[src/rtl/sobel_pkg.sv]
// Sobel window reader: shared package.
// States, window index constants and index helpers.
package sobel_pkg;

  localparam int WIN_N = 9;

  localparam logic [2:0] S_IDLE  = 3'd0;
  localparam logic [2:0] S_FETCH = 3'd1;
  localparam logic [2:0] S_DRAIN = 3'd2;
  localparam logic [2:0] S_HOLD  = 3'd3;
  localparam logic [2:0] S_DONE  = 3'd4;

  localparam logic [3:0] P0 = 4'd0;
  localparam logic [3:0] P1 = 4'd1;
  localparam logic [3:0] P2 = 4'd2;
  localparam logic [3:0] P3 = 4'd3;
  localparam logic [3:0] P4 = 4'd4;
  localparam logic [3:0] P5 = 4'd5;
  localparam logic [3:0] P6 = 4'd6;
  localparam logic [3:0] P7 = 4'd7;
  localparam logic [3:0] P8 = 4'd8;

  function automatic logic [1:0] row_of(input logic [3:0] k);
    logic [1:0] r;
    r = 2'd2;
    if (k <= P2) r = 2'd0;
    else if (k <= P5) r = 2'd1;
    return r;
  endfunction

  function automatic logic [1:0] col_of(input logic [3:0] k);
    logic [1:0] c;
    c = 2'd2;
    if (k == P0 || k == P3 || k == P6) c = 2'd0;
    else if (k == P1 || k == P4 || k == P7) c = 2'd1;
    return c;
  endfunction

endpackage

[src/rtl/sobel_addr_gen.sv]
// Sobel window reader: centre counters and
// frame-buffer address for a window element.
module sobel_addr_gen
  import sobel_pkg::*;
#(
  parameter int AW    = 5,
  parameter int IMG_W = 5,
  parameter int IMG_H = 5
) (
  input  logic          clk,
  input  logic          rstn,
  input  logic          i_clr,
  input  logic          i_adv,
  input  logic [3:0]    i_idx,
  output logic [AW-1:0] o_addr,
  output logic [AW-1:0] o_ctr,
  output logic          o_wrap,
  output logic          o_last
);

  logic [AW-1:0] r_x;
  logic [AW-1:0] r_y;
  logic [AW-1:0] w_r;
  logic [AW-1:0] w_c;

  assign o_wrap = (r_x == AW'(IMG_W-2));
  assign o_last = o_wrap && (r_y == AW'(IMG_H-2));

  assign w_r = AW'(row_of(i_idx));
  assign w_c = AW'(col_of(i_idx));

  assign o_addr = (r_y + w_r - AW'(1)) * AW'(IMG_W)
                + (r_x + w_c - AW'(1));
  assign o_ctr  = r_y * AW'(IMG_W) + r_x;

  // Raster-scan the interior centres.
  always_ff @(posedge clk or negedge rstn) begin
    if (!rstn) begin
      r_x <= AW'(1);
      r_y <= AW'(1);
    end else if (i_clr) begin
      r_x <= AW'(1);
      r_y <= AW'(1);
    end else if (i_adv) begin
      if (o_wrap) begin
        r_x <= AW'(1);
        r_y <= o_last ? AW'(1) : r_y + AW'(1);
      end else begin
        r_x <= r_x + AW'(1);
      end
    end
  end

endmodule

[src/rtl/sobel_window_reader.sv]
// Sobel window reader: fetches 3x3 windows.
// Column reuse when SOBEL_WIN_REUSE_EN is defined.
module sobel_window_reader
  import sobel_pkg::*;
#(
  parameter int AW    = 5,
  parameter int DW    = 4,
  parameter int IMG_W = 5,
  parameter int IMG_H = 5
) (
  input  logic            clk,
  input  logic            rstn,
  input  logic            start,
  output logic [AW-1:0]   mem_addr,
  output logic            mem_rw,
  input  logic [DW-1:0]   mem_data,
  output logic [9*DW-1:0] win,
  output logic [AW-1:0]   win_addr,
  output logic            win_valid,
  input  logic            win_ready,
  output logic            busy,
  output logic            done
);

`ifdef SOBEL_WIN_REUSE_EN
  localparam bit REUSE = 1'b1;
`else
  localparam bit REUSE = 1'b0;
`endif

  logic [2:0]    r_state;
  logic [3:0]    r_cnt;
  logic          r_reuse;
  logic          r_cap_en;
  logic [3:0]    r_cap_idx;
  logic [DW-1:0] r_win [WIN_N];
  logic [AW-1:0] r_win_addr;

  logic [3:0]    w_widx;
  logic [3:0]    w_nlast;
  logic [AW-1:0] w_addr;
  logic [AW-1:0] w_ctr;
  logic          w_wrap;
  logic          w_last;
  logic          w_hs;
  logic          w_shift;

  assign w_hs      = (r_state == S_HOLD) && win_ready;
  assign w_shift   = w_hs && REUSE && !w_wrap;
  assign w_nlast   = r_reuse ? 4'd2 : 4'd8;

  assign busy      = (r_state != S_IDLE);
  assign done      = (r_state == S_DONE);
  assign win_valid = (r_state == S_HOLD);
  assign mem_rw    = (r_state == S_FETCH) ||
                     (r_state == S_DRAIN) ||
                     (r_state == S_HOLD);
  assign mem_addr  = mem_rw ? w_addr : '0;
  assign win_addr  = r_win_addr;

  sobel_addr_gen #(
    .AW    (AW),
    .IMG_W (IMG_W),
    .IMG_H (IMG_H)
  ) u_addr_gen (
    .clk    (clk),
    .rstn   (rstn),
    .i_clr  ((r_state == S_IDLE) && start),
    .i_adv  (w_hs),
    .i_idx  (w_widx),
    .o_addr (w_addr),
    .o_ctr  (w_ctr),
    .o_wrap (w_wrap),
    .o_last (w_last)
  );

  // Window element addressed by the fetch count.
  always_comb begin
    w_widx = r_cnt;
    if (r_reuse) begin
      unique case (r_cnt)
        4'd0:    w_widx = P2;
        4'd1:    w_widx = P5;
        default: w_widx = P8;
      endcase
    end
  end

  // Scan control FSM.
  always_ff @(posedge clk or negedge rstn) begin
    if (!rstn) begin
      r_state    <= S_IDLE;
      r_cnt      <= '0;
      r_reuse    <= 1'b0;
      r_win_addr <= '0;
    end else begin
      unique case (r_state)
        S_IDLE: if (start) begin
          r_state <= S_FETCH;
          r_cnt   <= '0;
          r_reuse <= 1'b0;
        end
        S_FETCH: begin
          if (r_cnt == w_nlast) r_state <= S_DRAIN;
          else r_cnt <= r_cnt + 4'd1;
        end
        S_DRAIN: begin
          r_state    <= S_HOLD;
          r_win_addr <= w_ctr;
        end
        S_HOLD: if (win_ready) begin
          if (w_last) begin
            r_state <= S_DONE;
          end else begin
            r_state <= S_FETCH;
            r_cnt   <= '0;
            r_reuse <= REUSE && !w_wrap;
          end
        end
        default: r_state <= S_IDLE;
      endcase
    end
  end

  // Read data lags its address by one cycle.
  always_ff @(posedge clk or negedge rstn) begin
    if (!rstn) begin
      r_cap_en  <= 1'b0;
      r_cap_idx <= '0;
    end else begin
      r_cap_en  <= (r_state == S_FETCH);
      r_cap_idx <= w_widx;
    end
  end

  // Capture read data, or slide columns left.
  always_ff @(posedge clk or negedge rstn) begin
    if (!rstn) begin
      for (int k = 0; k < WIN_N; k++) r_win[k] <= '0;
    end else if (r_cap_en) begin
      r_win[r_cap_idx] <= mem_data;
    end else if (w_shift) begin
      for (int r = 0; r < 3; r++) begin
        r_win[3*r]   <= r_win[3*r+1];
        r_win[3*r+1] <= r_win[3*r+2];
      end
    end
  end

  // Flatten window, p0 in the LSBs.
  always_comb begin
    win = '0;
    for (int k = 0; k < WIN_N; k++)
      win[k*DW +: DW] = r_win[k];
  end

endmodule

[config.mk]
export PLATFORM = sky130hd
export DESIGN_NAME = sobel_window_reader
export DESIGN_NICKNAME = d
export VERILOG_FILES = /design/src/rtl/sobel_pkg.sv /design/src/rtl/sobel_addr_gen.sv /design/src/rtl/sobel_window_reader.sv
export SDC_FILE = /design/constraint.sdc
export NUM_CORES = 1
export LEC_CHECK = 0
export ABC_AREA = 1
export BUFFER_PORTS_ARGS = -buffer_cell sky130_fd_sc_hd__buf_2
export CELL_PAD_IN_SITES_DETAIL_PLACEMENT = 1
export CELL_PAD_IN_SITES_GLOBAL_PLACEMENT = 1
export CORE_UTILIZATION = 46
export DETAILED_ROUTE_END_ITERATION = 8
export HOLD_SLACK_MARGIN = 0.03
export PLACE_DENSITY_LB_ADDON = 0.1
export SYNTH_ARGS = -nofsm -noshare
export SYNTH_HDL_FRONTEND = slang
export SYNTH_HIERARCHICAL = 1
export SYNTH_SLANG_ARGS = --single-unit
[constraint.sdc]
create_clock -name clk -period 9.7 [get_ports clk]
set_input_delay 2.425 -clock clk [delete_from_list [all_inputs] [get_ports clk]]
set_output_delay 2.425 -clock clk [all_outputs]
set_load 0.05 [all_outputs]
== After elaboration in Yosys (flattened, before gate mapping) ==
Cells that the tools add are included.

* $mul: 2
* Muxes and demuxes: 32
* Add/subtract/negate cells: 9
* Eq/ne operators: 18
* Bitwise gates (word level): 1
* Order comparisons: 4
* Reduce and logical (&&, ||, !) cells: 22

{| class="wikitable"
|+ Operators with widths
! operator !! count
|-
| 5-bit two-way mux || 8
|-
| 36-bit bitwise mux || 1
|-
| 4-bit two-way mux || 7
|-
| 4-bit demux with 4-bit select || 1
|-
| 4-bit by 3-bit == test with 1-bit output, second input constant || 3
|-
| 3-bit two-way mux || 4
|-
| 3-bit case mux with 4 select lines || 1
|-
| 4-bit case mux with 3 select lines || 1
|-
| 5-bit by 1-bit adder with 5-bit output, second input constant || 2
|-
| 5-bit by 2-bit adder with 5-bit output || 2
|-
| 5-bit adder || 2
|-
| 5-bit by 2-bit == test with 1-bit output, second input constant || 2
|-
| 5-bit by 3-bit multiplier with 5-bit output, second input constant || 2
|-
| 5-bit by 1-bit subtractor with 5-bit output, second input constant || 2
|-
| 4-bit by 1-bit == test with 1-bit output, second input constant || 2
|-
| 4-bit logical NOT || 2
|-
| 2-bit two-way mux || 4
|-
| 2-bit inequality test, second input constant || 4
|-
| 4-bit case mux with 2 select lines || 1
|-
| 3-bit by 2-bit == test with 1-bit output, second input constant || 2
|-
| 1-bit logical OR || 6
|-
| 2-bit nonzero test || 3
|-
| 3-bit nonzero test || 2
|-
| 5-bit >= comparator, second input constant || 1
|-
| 18 further kinds || 23
|}

* Output and inout bits: 50
* Register bits: 64

== Logic depth before layout (Yosys ltp) ==
* Depth in word-level cells: 12
* Depth in mapped cells: 22
* Mapped depth without buffers: 22

== Hierarchy ==
Netlist, hierarchy kept.

{| class="wikitable"
|+ By module, submodules not included
! module !! times used !! cells each !! seq. area each (um^2) !! area each (um^2)
|-
| sobel_window_reader || 1 || 234 || 1,326.3 || 2,177.1
|-
| sobel_addr_gen || 1 || 192 || 252.7 || 1,431.4
|}

== Worst setup path before layout ==
No wires, ideal clock.

* Path type: reg-to-output
* Start: reg r_cnt[1]
* End: out mem_addr[4]
* Arrival: 4.067 ns
* Slack: 3.208 ns
* Data required time: 7.275 ns
* Cell stages (with the launch flop): 22
* Buffers on the path: 0
* Cells stage by stage: dfrtp_1 > nand2_1 > inv_1 > o21ai_0 > ha_1 > inv_1 > ha_1 > fa_1 > xor2_1 > fa_1 > fa_1 > inv_1 > ha_1 > nand2_1 > nand3_1 > nand2_1 > nand2_1 > inv_1 > nand3_1 > nand2_1 > inv_1 > nor2_1

* Cells in the longest elaborated chain, start to end: 12
* Elaborated cells on any way between the ends: 27
* Those cells by class: 5 x add/sub; 1 x mul; 2 x order compare; 6 x eq/ne; 7 x mux; 6 x reduce/logical

{| class="wikitable"
|+ RTL lines
! element !! RTL line !! RTL
|-
| from (decl) || sobel_window_reader.sv:32 || <nowiki>logic [3:0] r_cnt;</nowiki>
|-
| from (signal assigned) || sobel_window_reader.sv:105 || <nowiki>else r_cnt <= r_cnt + 4'd1;</nowiki>
|-
| 4-bit by 1-bit == test with 1-bit output or 4-bit logical NOT (tied branches) || sobel_window_reader.sv:81 || <nowiki>unique case (r_cnt)</nowiki>
|-
| 4-bit case mux with 2 select lines || sobel_window_reader.sv:81 ||
|-
| 4-bit two-way mux * || sobel_window_reader.sv:80 || <nowiki>if (r_reuse) begin</nowiki>
|-
| branches (longest 7 deep; another with 5-bit by 2-bit adder with 5-bit output) || -- ||
|-
| 5-bit adder * || sobel_addr_gen.sv:33 || <nowiki>+ (r_x + w_c - AW'(1));</nowiki>
|-
| named net w_addr[4] || sobel_window_reader.sv:41 || <nowiki>logic [AW-1:0] w_addr;</nowiki>
|-
| 5-bit two-way mux * || sobel_window_reader.sv:58 || <nowiki>assign mem_addr = mem_rw ? w_addr : '0;</nowiki>
|-
| to (decl) || sobel_window_reader.sv:14 || <nowiki>output logic [AW-1:0] mem_addr,</nowiki>
|}

Mark *: on every way through the listed nets, which the timed path passes.

== Final worst setup path ==
* Start: reg r_cnt[2]
* End: out mem_addr[4]

Same word-level chain as after synthesis.

==> flow_summary.ini <==
[outcome]
status = finished, final reports clean

[critical_path]
cp_max_fo = 10
critPathCaptureType = output pin
worstSetupPathType = flop to output pin
rr_startpoint = u_addr_gen/r_y[3]
rr_endpoint = win_addr[4]
critical_path.startpoint_type = flop
worstPathArrival_ns = 4.43
worst_r2r_path_depth = 11
r2r_slack_ns = 7.04
worstPathRequired_ns = 7.28

[layout]
final_common_cell = nand2_1
diodes = 0
postLayoutCoreUtil_pct = 57.2
finish.net_count = 533
drive_gt1_share_pct = 18.5
fin_cells = 596
fillers = 931
area_growth_pct = 17.3
layout_common_cells = nand2_1, dfrtp_1, buf_2

[clocking]
clkLatencyLatePin_ns = 0.35
ctsHoldBuffers = 0
cts_buffers = 9
post_cts_buffers = 0
cts_tree = built
htreeDepth = 3
cts.sinks = 63
path_clk_slew_ns = 0.07
clk_path_buf_depth = 2
cts_resized = 0
ctsRootBufferMaster = clkbuf_8

[die]
fp.dieH_um = 90.6
rows = 31
core_area_mm2 = 0.00741
start_util_pct = 48.7
die_w_um = 90.6
dieArea_mm2 = 0.00820
ioPinCount = 58

[routing]
post_drt_wl_per_cell_um = 15.9
antenna_left = 0
first_pass_iters = 4
via_count = 3125
drcViolationCount = 0
viasPerCell = 5.24
drt_iter0_markers = 128
wl_um = 9490

[logic_synthesis]
synth_cells = 426
syn_avg_cell_area_um2 = 8.47
seq_area_frac_synth_pct = 43.8
syn_nets = 467
yosysWarnings = 6
yosysUniqueCellTypes = 31
synth_seq_cells = 63
syn_area_mm2 = 0.00361

[global_route]
grt_pass1_wl_um = 16300
grt_max_degree = 64
grt_pass1_vias = 3392
grt_use_met1_pct = 31.3
grt.met2_usage_pct = 45.1
grt_usage_pct = 25.5
gr-total-overflow = 0
use_met3_pct = 3.62
top_usage_layer = met2
antenna_found_initial = 0

[place]
dpl.cell_count = 580
gp_congestion = 0.850
io_buffers = 57
dp_hpwl_um = 6870

[run]
cap_viol_max_count = 0

[timing]
timing.final.crit_share_pct = 70.6
tightest_slew_ns = 0.806
timing.slew.headroom_pct = 46.2
setup_viol = 0
fin_worst_skew_ns = 0.0137
final.min_clock_period_ns = 6.85
max_freq_mhz = 146
hold_viol = 0
tns_ns = 0
rsz0062_at_grt = false
slew_violations = 0
whs_ns = 0.484

[min_path]
hp-class = flop to flop
hold_depth = 2
holdPathEnd = win[31]
hp-start = win[31]
[cell type report]
type / instances / area [um2] / area share [%]
clock inverters: 5 / 81.3 / 1.92
flip-flops and latches: 63 / 1580 / 37.3
inverters: 58 / 218 / 5.14
clock buffers: 11 / 141 / 3.34
repair buffers: 58 / 293 / 6.91
well taps: 99 / 124 / 2.93
multi-input cells: 302 / 1800 / 42.5
[state kept, by name, indices dropped and copies added, names as in the netlist]
signal / cells
r_state: 3
win_addr: 5
u_addr_gen/r_y: 5
r_cap_en: 1
r_cnt: 4
r_cap_idx: 4
win: 36
u_addr_gen/r_x: 5
[cell families after synthesis]
logic type / after synthesis / share of synthesized area [%]
AO/OA/AOI/OAI: 54 / 7.91
XOR/XNOR: 20 / 4.85
adder cells (fa/ha/maj): 33 / 13.1
buffers and inverters: 61 / 6.41
flip-flops: 63 / 43.8
multiplexers: 5 / 1.56
AND/OR/NAND/NOR: 190 / 22.4
[synth_stat cells (all sizes together)]
cell type	instances	area share, %
and3	1	0.17
o21ai	40	5.7
dfrtp	61	42
nand3b	1	0.21
or2	2	0.35
dfstp	2	1.5
clkbuf	1	0.10
mux2	5	1.6
nand3	28	4.0
a21oi	9	1.2
inv	58	6.0
nor3	3	0.42
xor2	17	4.1
nand4	5	0.87
a31o	1	0.24
o22ai	3	0.52
buf	2	0.28
o221ai	1	0.24
ha	25	8.7
nor2	44	4.9
xnor2	3	0.73
nand2	106	11
fa	8	4.4
[through the flow]
stage	setup WS [ns]	area (um2)
2_1_floorplan	3.21	3610
3_3_place_gp	3.36	4010
3_5_place_dp	3.19	4010
4_1_cts	2.79	4230
5_1_grt	2.53	4230
6_report	2.85	4230
[critical path: stages, from the launching register on]
cell and delay (ns):
dfrtp_1 0.54, a21oi_1 0.16, ha_1 0.30, inv_1 0.04, ha_1 0.21, fa_1 0.38
xor2_1 0.20, fa_1 0.46, fa_1 0.52, inv_1 0.04, ha_1 0.34, nand2_1 0.07
nor2_1 0.10, nor2_1 0.05, nand2_1 0.05, nand2_1 0.06, inv_1 0.05, nand3_1 0.07
nand2_1 0.07, inv_1 0.04, nor2_1 0.09, buf_2 0.26
[routing by layer]
| metal | part of all wire [%] | vias up |
|---|---|---|
| met4 | 2.0 | 0 |
| met2 | 51 | 75 |
| met5 | 0 | - |
| met3 | 3.2 | 16 |
| li1 | - | 1496 |
| met1 | 44 | 1538 |
[how the worst max path moves through the flow]
stage	to	start	slack [ns]	depth (start not counted)
floorplan	mem_addr[4]	r_cnt[1]	3.21	21
global placement	mem_addr[4]	r_cnt[2]	3.36	20
detailed placement	mem_addr[4]	r_cnt[2]	3.19	21
CTS	mem_addr[4]	r_cnt[2]	2.79	21
global route	mem_addr[4]	r_cnt[2]	2.53	21
finish	mem_addr[4]	r_cnt[2]	2.85	21
Power is not shown: default switching activity piles up to over one toggle a cycle in this logic, so the estimate is an artifact.
